<file path="src/rtl/conversor_bcd_pkg.sv">
// Shared types and constants for the binary-to-BCD converter.
// Three BCD digits cover every input value up to 511.
package conversor_bcd_pkg;

  typedef enum logic [1:0] {
    IDLE = 2'd0,
    CONV = 2'd1,
    FIM  = 2'd2
  } estado_t;

  localparam int N_DIGITS    = 3;
  localparam int BCD_W       = 4;
  localparam int BCD_TOTAL_W = N_DIGITS * BCD_W;

endpackage

</file>
<file path="src/rtl/ajuste_add3.sv">
// Double-dabble digit correction: a nibble of 5 or more gets 3 added
// so that the following left shift carries correctly into the next digit.
module ajuste_add3
  import conversor_bcd_pkg::*;
(
  input  logic [BCD_W-1:0] i_nibble,
  output logic [BCD_W-1:0] o_nibble
);

  // Add-3 correction, wrapping modulo 16
  always_comb begin
    o_nibble = i_nibble;
    if (i_nibble >= 4'd5) begin
      o_nibble = i_nibble + 4'd3;
    end else begin
      o_nibble = i_nibble;
    end
  end

endmodule

</file>
<file path="src/rtl/conversor_bcd_8bits.sv">
// Sequential binary-to-BCD converter (shift-and-add-3, one bit per clock).
// Digits are published only on completion, so the display never sees partial values.
module conversor_bcd_8bits
  import conversor_bcd_pkg::*;
#(
  parameter int N_BITS = 8
) (
  input  logic              clk,
  input  logic              rst,
  input  logic              start,
  input  logic [N_BITS-1:0] bin,
  output logic              busy,
  output logic              done,
  output logic [3:0]        centenas,
  output logic [3:0]        dezenas,
  output logic [3:0]        unidades
);

  localparam int         SR_W      = BCD_TOTAL_W + N_BITS;
  localparam logic [3:0] LP_ULTIMO = 4'(N_BITS - 1);

  estado_t          r_estado;
  estado_t          w_estado_prox;
  logic [SR_W-1:0]  r_desloc;
  logic [SR_W-1:0]  w_ajustado;
  logic [SR_W-1:0]  w_deslocado;
  logic [3:0]       r_cnt;
  logic             r_busy;
  logic             r_done;
  logic [BCD_W-1:0] r_cent;
  logic [BCD_W-1:0] r_dez;
  logic [BCD_W-1:0] r_uni;
  logic             w_ultimo;
  logic             w_busy_prox;
  logic             w_done_prox;

  // Per-digit add-3 correction ahead of the shift
  for (genvar g = 0; g < N_DIGITS; g++) begin : g_ajuste
    ajuste_add3 u_ajuste (
      .i_nibble(r_desloc[N_BITS + g*BCD_W +: BCD_W]),
      .o_nibble(w_ajustado[N_BITS + g*BCD_W +: BCD_W])
    );
  end

  assign w_ajustado[N_BITS-1:0] = r_desloc[N_BITS-1:0];
  assign w_deslocado            = {w_ajustado[SR_W-2:0], 1'b0};
  assign w_ultimo               = (r_cnt == LP_ULTIMO);

  // State register
  always_ff @(posedge clk or posedge rst) begin
    if (rst) begin
      r_estado <= IDLE;
    end else begin
      r_estado <= w_estado_prox;
    end
  end

  // Next-state logic; start is only honoured outside CONV
  always_comb begin
    w_estado_prox = r_estado;
    case (r_estado)
      IDLE: begin
        if (start) w_estado_prox = CONV;
        else       w_estado_prox = IDLE;
      end
      CONV: begin
        if (w_ultimo) w_estado_prox = FIM;
        else          w_estado_prox = CONV;
      end
      FIM: begin
        if (start) w_estado_prox = CONV;
        else       w_estado_prox = IDLE;
      end
      default: w_estado_prox = IDLE;
    endcase
  end

  // Flag values for the coming state; registered below so outputs are glitch-free
  always_comb begin
    w_busy_prox = 1'b0;
    w_done_prox = 1'b0;
    case (w_estado_prox)
      IDLE: begin
        w_busy_prox = 1'b0;
        w_done_prox = 1'b0;
      end
      CONV: begin
        w_busy_prox = 1'b1;
        w_done_prox = 1'b0;
      end
      FIM: begin
        w_busy_prox = 1'b0;
        w_done_prox = 1'b1;
      end
      default: begin
        w_busy_prox = 1'b0;
        w_done_prox = 1'b0;
      end
    endcase
  end

  // Registered status flags
  always_ff @(posedge clk or posedge rst) begin
    if (rst) begin
      r_busy <= 1'b0;
      r_done <= 1'b0;
    end else begin
      r_busy <= w_busy_prox;
      r_done <= w_done_prox;
    end
  end

  // Shift register, iteration counter and published digits
  always_ff @(posedge clk or posedge rst) begin
    if (rst) begin
      r_desloc <= '0;
      r_cnt    <= 4'd0;
      r_cent   <= 4'd0;
      r_dez    <= 4'd0;
      r_uni    <= 4'd0;
    end else begin
      case (r_estado)
        IDLE, FIM: begin
          if (start) begin
            r_desloc <= {{BCD_TOTAL_W{1'b0}}, bin};
            r_cnt    <= 4'd0;
          end
        end
        CONV: begin
          r_desloc <= w_deslocado;
          r_cnt    <= r_cnt + 4'd1;
          // Last iteration: the shifted nibbles are the final result
          if (w_ultimo) begin
            r_cent <= w_deslocado[N_BITS + 2*BCD_W +: BCD_W];
            r_dez  <= w_deslocado[N_BITS + 1*BCD_W +: BCD_W];
            r_uni  <= w_deslocado[N_BITS +: BCD_W];
          end
        end
        default: begin
          r_desloc <= '0;
          r_cnt    <= 4'd0;
        end
      endcase
    end
  end

  assign busy     = r_busy;
  assign done     = r_done;
  assign centenas = r_cent;
  assign dezenas  = r_dez;
  assign unidades = r_uni;

endmodule

</file>
<file path="config.mk">
export PLATFORM = sky130hd
export DESIGN_NAME = conversor_bcd_8bits
export DESIGN_NICKNAME = d
export VERILOG_FILES = /design/src/rtl/conversor_bcd_pkg.sv /design/src/rtl/ajuste_add3.sv /design/src/rtl/conversor_bcd_8bits.sv
export SDC_FILE = /design/constraint.sdc
export NUM_CORES = 1
export LEC_CHECK = 0
export ABC_AREA = 1
export BUFFER_PORTS_ARGS = -buffer_cell sky130_fd_sc_hd__buf_2
export CORE_MARGIN = 2
export CORE_UTILIZATION = 50
export DETAILED_ROUTE_END_ITERATION = 10
export HOLD_SLACK_MARGIN = 0.08
export PLACE_DENSITY = 0.82
export SYNTH_ARGS = -nofsm -noshare
export SYNTH_HDL_FRONTEND = slang
export SYNTH_SLANG_ARGS = --single-unit
</file>
<file path="constraint.sdc">
create_clock -name clk -period 3.1 [get_ports clk]
set_input_delay 0 -clock clk [delete_from_list [all_inputs] [get_ports clk]]
set_output_delay 0 -clock clk [all_outputs]
set_load 0.03 [all_outputs]
</file>
# --- Word-level counts from Yosys, hierarchy flattened ---
# Cells that the tools add are included.
classes:
  n_addsub: 4
  n_lt_le_gt_ge: 3
  eq_ne: 6
  muxes: 12
  reduce_logical: 3
op_table:
  columns: ["op", "n"]
  rows:
  - ["20-bit case mux with 2 select lines", 1]
  - ["20-bit two-way mux", 1]
  - ["4-bit by 3-bit greater-or-equal comparator with 1-bit output (second input constant)", 3]
  - ["4-bit two-way mux", 3]
  - ["4-bit by 2-bit adder with 4-bit output (second input constant)", 2]
  - ["4-bit case mux with 2 select lines", 1]
  - ["4-bit by 1-bit adder with 4-bit output (second input constant)", 1]
  - ["2-bit by 1-bit equality test with 1-bit output (second input constant)", 2]
  - ["2-bit equality test (second input constant)", 2]
  - ["4-bit by 3-bit equality test with 1-bit output (second input constant)", 1]
  - ["2-bit case mux with 2 select lines", 1]
  - ["3-bit by 2-bit adder with 3-bit output (second input constant)", 1]
  - ["1-bit two-way mux", 3]
  - ["3-bit two-way mux", 1]
  - ["2-bit logical NOT", 1]
  - ["2-bit two-way mux", 1]
  - ["2-bit by 1-bit != test with 1-bit output (second input constant)", 1]
  - ["2-bit AND reduction", 1]
  - ["2-bit OR reduction", 1]
totals:
  reg_bits: 40
  inputBits: 11

# --- Longest topological paths before layout ---
logic_depth:
  ltp_word: 5
  ltp_mapped: 9
  mapped_depth_nobuf: 9

# --- Modules after synthesis ---
# From an unflattened synthesis, not the netlist that was laid out.
unflattened:
  hier_cells: 250
  hier_area_um2: 2015.7
modules_own_cells:
  columns: ["mod", "n_inst", "cells_per_inst", "area_per_inst_um2"]
  rows:
  - ["conversor_bcd_8bits", 1, 181, 1610.3]
  - ["ajuste_add3", 3, 23, 135.1]

# --- Least setup slack after synthesis ---
# OpenSTA, ideal clock, no wires.
synth_timing:
  path_type: "reg2reg"
  start: "register r_cnt[0]"
  end: "register r_cent[0], in the netlist centenas[0]"
  setup_ns: 0.118
  arrival_ns: 1.093
  t_required_ns: 2.982
  path_slack_ns: 1.890
  path_stages_with_launch: 9
  n_path_buf: 1
  cell_sequence: "dfrtp_1 > ha_1 > nand2_2 > nor2_4 > nand2_4 > clkinv_2 > buf_6 > nand3_1 > nand2_1"
synth_via:
  elab_chain_cells: 2
synth_lines:
  columns: ["element", "line", "text"]
  rows:
  - ["start, declared", "conversor_bcd_8bits.sv:27", "logic [3:0] r_cnt;"]
  - ["start signal, assigned", "conversor_bcd_8bits.sv:131", "r_cnt <= r_cnt + 4'd1;"]
  - ["4-bit by 3-bit equality test with 1-bit output", "conversor_bcd_8bits.sv:47", "assign w_ultimo = (r_cnt == LP_ULTIMO);"]
  - ["2-bit AND reduction (no source line)", null, null]
  - ["end signal, assigned", "conversor_bcd_8bits.sv:134", "r_cent <= w_deslocado[N_BITS + 2*BCD_W +: BCD_W];"]
  - ["end, declared", "conversor_bcd_8bits.sv:30", "logic [BCD_W-1:0] r_cent;"]
# No other way between the ends.
# A chain may end at the register's enable or synchronous reset.

# --- Worst setup path in the final report ---
layout_timing:
  start: "register r_estado[0]"
  end: "register r_uni[1], in the netlist unidades[1]"
layout_via:
  elab_chain_cells: 2
layout_lines:
  columns: ["element", "line", "text"]
  rows:
  - ["start, declared", "conversor_bcd_8bits.sv:22", "estado_t r_estado;"]
  - ["start signal, assigned", "conversor_bcd_8bits.sv:54", "r_estado <= w_estado_prox;"]
  - ["2-bit by 1-bit equality test with 1-bit output", "conversor_bcd_8bits.sv:122", "case (r_estado)"]
  - ["2-bit AND reduction (no source line)", null, null]
  - ["end signal, assigned", "conversor_bcd_8bits.sv:136", "r_uni <= w_deslocado[N_BITS +: BCD_W];"]
  - ["end, declared", "conversor_bcd_8bits.sv:32", "logic [BCD_W-1:0] r_uni;"]
# No other way between the ends.

==> summary.txt <==
Floorplanning
  – Area of the core: roughly 3600 um2
  – Die height: 65.39 um
  – # rows: 22
  – DIE AREA: 4276 um2
  – Die W: between 60 and 70 um
  – Starting Density: 0.5186
  – I/O Pins: 25

Yosys
  – Mapped Cells: 226
  – Post-synthesis mux area share: 0
  – Flops & latches, synth: 40
  – Synthesized area: 1884 um2
  – Yosys cell types: 22
  – Post-Synth Adder-Cell Area: 0.04648
  – Avg Inst Size Synth: 8.338 um2
  – XOR/XNOR share of the synthesized area: 0
  – Ys Warns: 0
  – Syn Nets: 244
  – Sequential cell area fraction in the yosys report: 0.5312
  – Largest family of logic cells by synthesized area: simple AND/OR/NAND/NOR gates
  – Compound-gate portion of the synthesized area: 0.05910
  – Simple-Gate Fraction of Synth Area: 0.2968

Drt
  – Initial DRT Pass Iterations: 4
  – WL per Instance: between 10 and 15 um
  – # DRC: 0
  – DR top layer: met4
  – Met3 wire len: 249 um
  – Initial DRC Count: 121
  – Detail Route Antenna Nets: 0
  – Metal2 WL: ~1900 um
  – Routed wire length: about 4100 um
  – DR vias: roughly 1,600
  – Metal-1 WL: 1837 um
  – Via-to-Cell Ratio: 5.208

Cells and area
  – P&R area growth vs syn: 19.59%
  – Final Non-Filler Cells: 313
  – FILL cells: approximately 330
  – ANT cells: 0
  – Fin nets: 282
  – Design area: 2253 um2
  – Proportion of layout cells with a drive suffix above 1: 0.1472

Timing
  – Final setup TNS: 0 ns
  – Min Clock Period, post-route: roughly 1.4 ns
  – Fin. Hold Viols: 0
  – Peak Freq: ~0.7 GHz
  – Clock Skew: 0.006946 ns
  – Final setup fails: 0
  – Worst slew pin tran: 1.077 ns
  – Relative slew slack: 0.2809
  – RSZ-0062 raised after global routing: no
  – Part of the cycle the worst path needs: 0.4630
  – Slew Viols, Final: 0

Placement
  – # port buffers: 24
  – DP Area: 2046 um2
  – GP Congestion: roughly 0.93
  – Placed cells: 295
  – Post-DP HPWL: 2661 um

Critical path
  – WP data required: 3.35 ns
  – Setup crit end: unidades[1]
  – CP startpoint kind: flip-flop
  – Worst R2R Start: r_estado[0]
  – CP max stage cell: dfrtp_1
  – Crit path from: r_estado[0]
  – Stages on worst setup path: 7
  – CP Capture Type: flip-flop
  – Register-to-Register Setup Slack: 1.66 ns
  – CP Buf/Inv Count: 3
  – Max incr delay on CP: 0.32 ns
  – Top delay family on crit path: buffers and inverters
  – Worst reg2reg path endpoint: unidades[1]
  – Critical-path maximum fanout: 18
  – Arrival time at the worst endpoint: 1.68 ns
  – Critical path, cell by cell: inv_1, nor2_2, buf_4, nand2_4, clkinv_2, nand3_1, nand2_1
  – Critical path class: reg -> reg
  – R2r worst-path depth: 7

CTS
  – Clock Tree Root: clkbuf_8
  – Clk_lat worst skew: 0.30 ns
  – CTS tree: done
  – Clock transition at path regs: 0.08 ns
  – CTS H-Tree Depth: 2
  – CTS Buffer Depth: 2
  – Clock buffer count from CTS: 5
  – Post-CTS Setup Bufs: 0
  – CTS sink cnt: 40

Global route
  – GRT Residual Overflow: 0
  – Global-route wire length before repair: ~7200 um
  – Initial antenna violation count: 0
  – Vias in the first global route: 1,545
  – Tot GR Track Use: 0.2230
  – Largest net degree at the start of global routing: 30

Power and ir drop
  – PwrDens: 1057 nW/um2
  – Leak pwr: 1.232 nW
  – Peak VDD IR: approximately 480 uV

Hold path
  – Worst Hold Class: in -> reg

Run
  – Max-cap violations: 0

Status
  – Status: complete, no violations
Yosys cell counts, drive strengths merged:
master  count  area share
a21boi      1      0.0040
a22o        2      0.0093
buf         5       0.018
clkinv      1      0.0027
dfrtp      40        0.53
ha          7       0.046
inv        23       0.046
nand2      92        0.19
nand3      26       0.069
nand4       6       0.020
nor2        7       0.019
o211ai      1      0.0040
o21ai      12       0.032
o22ai       3       0.010
report_power, final:
part | switching [mW] | leakage (nW) | total [mW] | internal [mW]
logic | 0.710 | 0.671 | 1.06 | 0.345
clock network | 0.186 | 0.0552 | 0.425 | 0.239
registers | 0.155 | 0.506 | 0.902 | 0.747
how the worst min path moves through the flow:
stage / startpoint / endpoint / slack, ns / depth (start not counted)
floorplan: bin[1] / r_desloc[1] / 0.13 / 2
global placement: bin[5] / r_desloc[5] / 0.22 / 3
detailed placement: bin[4] / r_desloc[4] / 0.23 / 3
CTS: bin[6] / r_desloc[6] / 0.45 / 4
global route: bin[1] / r_desloc[1] / 0.48 / 4
finish: bin[1] / r_desloc[1] / 0.45 / 4
layout make-up:
type                    instances  area [um2]  share of cell area
flip-flops and latches         40        1001              0.4442
clock inverters                 2       35.03             0.01555
multi-input cells             157       758.2              0.3365
inverters                      24       91.34             0.04053
well taps                      48       60.06             0.02665
clock buffers                   6       72.57             0.03220
repair buffers                 36       235.2              0.1044
flip-flops by register name, indices dropped and copies added (netlist names):
register  cells
busy          1
centenas      4
dezenas       4
done          1
r_cnt         4
r_desloc     20
r_estado      2
unidades      4
cell usage in the layout, fill, tap and decap left out, drive strengths merged:
cell type,count
clkbuf,6
dlygate4sd3,10
o21ai,12
dfrtp,40
nand2,92
o22ai,3
a22o,2
a21boi,1
inv,23
nand3,26
bufinv,1
ha,7
o211ai,1
nand4,6
clkinv,2
buf,26
nor2,7
per-stage QoR:
stage                 util  hold slack (ns)  setup WS [ns]  power [mW]
floorplan                -           0.1329          1.890       1.681
global placement    0.5630           0.2183          1.706       1.920
detailed placement  0.5630           0.2275          1.687       1.945
CTS                 0.6202           0.4537          1.670       2.379
global route        0.6202           0.4773          1.487       2.599
finish              0.6202           0.4548          1.665       2.382
routing by layer:
layer | vias up | global-route usage
met4 | 0 | 0.08854
met2 | 52 | 0.3393
li1 | 802 | -
met1 | 767 | 0.2960
met3 | 9 | 0.07192
met5 | - | 0
cells by family after synthesis:
group,after synthesis
buf+inv,29
flops,40
compound gates,19
fa+ha+maj,7
simple gates,131
worst register-to-register path: cells and delay by family, from the launching register on:
| kind | cells | cell delay [ns] |
|---|---|---|
| buffers and inverters | 3 | 0.53 |
| AND/OR/NAND/NOR | 4 | 0.52 |
| flip-flops | 1 | 0.32 |
timing repair:
item / CTS / global route
hold buffers: 10 / 0
setup endpoints to repair: 0 / 0
resized for setup: 0 / 0
endpoints found under the hold margin: 38 / 0
Note: power is estimated with default switching activity, not from simulation.
